## src/rtl/reg_dump_serializer.sv

```systemverilog
// reg_dump_serializer: snapshots rf0..rf7 on start and streams a SYNC/data/checksum byte frame
// over a valid/ready handshake.
module reg_dump_serializer #(
    parameter logic [7:0] SYNC_BYTE = 8'hA5,
    parameter bit         CSUM_EN   = 1'b1
) (
    input  logic        clk,
    input  logic        n_rst,
    input  logic        start,
    input  logic [31:0] rf0,
    input  logic [31:0] rf1,
    input  logic [31:0] rf2,
    input  logic [31:0] rf3,
    input  logic [31:0] rf4,
    input  logic [31:0] rf5,
    input  logic [31:0] rf6,
    input  logic [31:0] rf7,
    output logic [7:0]  tx_data,
    output logic        tx_valid,
    input  logic        tx_ready,
    output logic        busy,
    output logic        done
);
    typedef enum logic [1:0] {IDLE, SYNC, DATA, CSUM} state_t;
    state_t       state;
    logic [255:0] snap;
    logic [4:0]   cnt;
    logic [7:0]   csum;
    logic [4:0]   nxt;
    assign nxt = cnt + 5'd1;
    always_ff @(posedge clk or negedge n_rst) begin
        if (!n_rst) begin
            state    <= IDLE;
            snap     <= '0;
            cnt      <= '0;
            csum     <= '0;
            tx_data  <= '0;
            tx_valid <= 1'b0;
            busy     <= 1'b0;
            done     <= 1'b0;
        end else begin
            done <= 1'b0;
            case (state)
                IDLE: if (start) begin
                    snap     <= {rf7, rf6, rf5, rf4, rf3, rf2, rf1, rf0};
                    csum     <= '0;
                    cnt      <= '0;
                    state    <= SYNC;
                    tx_data  <= SYNC_BYTE;
                    tx_valid <= 1'b1;
                    busy     <= 1'b1;
                end
                SYNC: if (tx_ready) begin
                    state   <= DATA;
                    tx_data <= snap[7:0];
                end
                DATA: if (tx_ready) begin
                    csum <= csum ^ tx_data;
                    cnt  <= nxt;
                    if (cnt != 5'd31) begin
                        tx_data <= snap[{nxt, 3'b000} +: 8];
                    end else if (CSUM_EN) begin
                        state   <= CSUM;
                        tx_data <= csum ^ tx_data;
                    end else begin
                        state    <= IDLE;
                        tx_data  <= '0;
                        tx_valid <= 1'b0;
                        busy     <= 1'b0;
                        done     <= 1'b1;
                    end
                end
                CSUM: if (tx_ready) begin
                    state    <= IDLE;
                    tx_data  <= '0;
                    tx_valid <= 1'b0;
                    busy     <= 1'b0;
                    done     <= 1'b1;
                end
                default: state <= IDLE;
            endcase
        end
    end
endmodule

```

## config.mk

```make
export PLATFORM = sky130hd
export DESIGN_NAME = reg_dump_serializer
export DESIGN_NICKNAME = d
export VERILOG_FILES = /design/src/rtl/reg_dump_serializer.sv
export SDC_FILE = /design/constraint.sdc
export NUM_CORES = 1
export LEC_CHECK = 0
export CAP_MARGIN = 25
export CORE_ASPECT_RATIO = 0.75
export CORE_MARGIN = 8
export CORE_UTILIZATION = 25
export CTS_BUF_LIST = sky130_fd_sc_hd__clkbuf_16
export DETAILED_ROUTE_END_ITERATION = 8
export SETUP_SLACK_MARGIN = 0.05
export SLEW_MARGIN = 20
export SYNTH_ARGS = -nofsm -noshare
export SYNTH_HDL_FRONTEND = slang
export SYNTH_SLANG_ARGS = --single-unit
```

## constraint.sdc

```tcl
create_clock -name clk -period 3 [get_ports clk]
set_input_delay 0.45 -clock clk [delete_from_list [all_inputs] [get_ports clk]]
set_output_delay 0.45 -clock clk [all_outputs]
set_load 0.005 [all_outputs]
```

==> run_results.csv <==
group,metric,value,unit
status,outcome,"finished, final reports clean",
yosys,async_flop_share,100.0,%
route,drc,0,
sta,grt_setup_unrepaired,"false",
sta,fmax,362.7,MHz
power,p_per_area,1005,mW/mm^2
sta,slew_headroom,50.82,%
worst_setup_path,arrival,3.25,ns
floorplanning,pin_count,271,
worst_setup_path,path_delay_family,"simple AND/OR/NAND/NOR gates",
worst_hold_path,worstHoldPathType,"in -> async",
yosys,synth_ff_type,"dfrtp_1",
yosys,synth_fp_nets,1192,
cells_and_area,final_common_cell,"dfrtp_1",
global_route,grt_usage,13.27,%
worst_setup_path,required,3.49,ns
global_route,gr-usage-met1,18.24,%
clocking,clkSlewWorstSetupHoldPaths,0.06,ns
yosys,yosysWarnings,0,
floorplanning,die_area,0.05936,sq mm
route,first_pass_iters,5,
sta,worst-slew-pin-transition,0.7377,ns
route,vias,8762,
global_route,top_usage_layer,"met2",
floorplanning,rows,72,
worst_setup_path,start_kind,"register",
cells_and_area,design_area,0.01751,sq mm
yosys,synth_enable_flop_cells,0,
worst_setup_path,cpMaxStageDelayCell,"dfrtp_4",
placed_design,portBuffers,270,
power,p_leak,6.984,nW
sta,finalSetupTns,0,ns
route,vias_per_cell,4.653,
floorplanning,die_h,213.0,microns
worst_setup_path,crit_path_cell_trace,"ha_4 > and3_1 > ha_1 > inv_1 > nor2_1 > nand2_1 > a31oi_1 > a2bb2oi_1",
global_route,globalRouteMet2Util,20.72,%
floorplanning,fp.coreArea,0.05135,sq mm
sta,min_period,2.757,ns
yosys,synthesis.area,0.01294,sq mm
global_route,grt-ovfl-total,0,
worst_setup_path,worstPathMaxFanout,12,
floorplanning,fp.dieW,278.7,microns
route,drt_iter0_drc,498,
global_route,grt_pass1_wl,59.77,mm
cells_and_area,nets,1457,
clocking,cts_resized,0,
route,wl_per_cell,21.50,microns
sta,setup_viol_count_final,0,
flow_run,max_cap_violations,0,
clocking,clockBufferDepth,3,
clocking,cts_tree,"done",
worst_setup_path,crit_buf_inv,1,
clocking,cts_buffers,31,
global_route,grt_antenna_before_repair,8,
power,max-vdd-ir-drop,0.0004747,V
global_route,grt_max_degree,85,
worst_setup_path,cpPeakStageDelay,0.50,ns
clocking,clock_sinks,281,
placed_design,hpwlAfterDp,30.65,mm
clocking,postCtsSetupBuffers,0,
yosys,synth_area_per_cell,13.99,sq um
worst_setup_path,cp-startpoint,"cnt[0]",
clocking,clk_latency,0.58,ns
floorplanning,start_util,25.19,%
sta,fin_crit_sh,91.90,%
yosys,synth.distinct_cells,45,
cells_and_area,syn_to_final_growth,35.37,%
worst_setup_path,r2r_start,"cnt[0]",
cells_and_area,final_cell_mix,"280 x dfrtp_1, 269 x clkdlybuf4s50_1, 257 x mux2_2",
yosys,yosys.area.top_type,"dfrtp_1",
global_route,first_global_vias,9418,
yosys,synth_cells,925,
sta,fin_skew,0.01017,ns
yosys,synth_top_area_share,54.35,%
worst_setup_path,critical_path_class,"reg -> reg",
yosys,synthTopCellsByArea,"dfrtp_1 54%, mux2_2 22%, mux4_2 8.4%, nand2_1 2.2%, a21oi_1 1.4%",
clocking,htree_levels,1,
sta,report.final.slew_viol_count,0,
route,wirelength,40.49,mm
clocking,root_buffer,"clkbuf_16",
worst_setup_path,end_kind,"register",
route,ant_nets,0,
yosys,yosysSeqAreaShare,54.35,%
cells_and_area,drive_gt1_share,31.28,%
placed_design,routabilityCongestion,0.8047,
sta,hold_viol,0,
yosys,synth-seq-cells,281,
placed_design,place_area,0.01653,sq mm
global_route,met3_usage,3.549,%
## sequential cells by signal (all words and copies together), names as in the netlist
signal / cells
csum: 8
state: 2
snap: 256
done: 1
busy: 1
cnt: 5
tx_data: 8
## worst reg2reg max path: stages (launching register included)
cell and delay, ns:
dfrtp_4 0.50, ha_4 0.20, and3_1 0.19, ha_1 0.47
inv_1 0.22, nor2_1 0.40, nand2_1 0.15, a31oi_1 0.34
a2bb2oi_1 0.21
## where the power goes
group	switching, mW	internal [mW]
registers	1.14	5.70
logic	3.18	3.90
clock network	1.63	2.05
## cells in the mapped netlist (all sizes together) (7+ instances only)
cell    number
dfrtp      281
mux2       257
nand2       77
mux4        48
clkbuf      41
a21oi       37
o21ai       26
buf         18
nor2        15
and3        14
mux2i       12
nand3b       9
inv          8
nor4         8
ha           7
o221ai       7
o31ai        7
## path summary, 6_finish.rpt
path	end	slack, ns	depth (start not counted)
worst min register to register	snap[85]	0.50	1
worst max-delay path	tx_data[4]	0.24	8
worst max register to register	tx_data[4]	0.24	8
worst min-delay path	snap[146]	0.48	2
max in group asynchronous	snap[165]	1.80	3
min in group clk	snap[234]	0.48	2
## routing by layer
layer | routed length (microns) | share of wire [%]
met5 | 78 | 0.19
met4 | 1015 | 2.5
met3 | 2477 | 6.1
met2 | 18470 | 46
met1 | 18450 | 46
## kinds of logic (layout without fill, tap and decap cells)
logic type	count (synthesis)	in the layout	share of synthesized area, %
muxes	317	317	31.65
and+or+nand+nor	137	137	4.884
buffers and inverters	67	357	2.408
xor gates and xnor gates	3	3	0.3192
other	0	2	0
adders and majority gates	7	7	0.6770
DFF	281	281	54.35
AOI/OAI and AO/OA	113	113	5.706
## metrics by stage
step,utilization (%),hold WS [ns],worst slack (ns),instances,power (mW)
floorplan,-,0.1544,0.7483,925,11.31
global placement,32.19,0.4787,0.4254,1822,13.97
detailed placement,32.19,0.4889,0.2776,1822,14.09
CTS,34.10,0.4488,0.2539,1881,17.88
global route,34.10,0.4566,0.05551,1882,18.69
finish,34.11,0.4800,0.2431,1883,17.60
## repair_timing
action,in CTS,in global routing
endpoints found under the hold margin,77,0
setup endpoints to repair,0,0
hold buffers,1,0
## cell type report
type,instances,area [sq um]
inverters,8,30.03
diodes,2,5.005
clock inverters,27,195.2
fillers,5023,33840
multi-input cells,577,5633
well taps,666,833.3
repair buffers,291,3005
clock buffers,31,775.7
flip-flops and latches,281,7036
(Power assumes the default switching activity.)
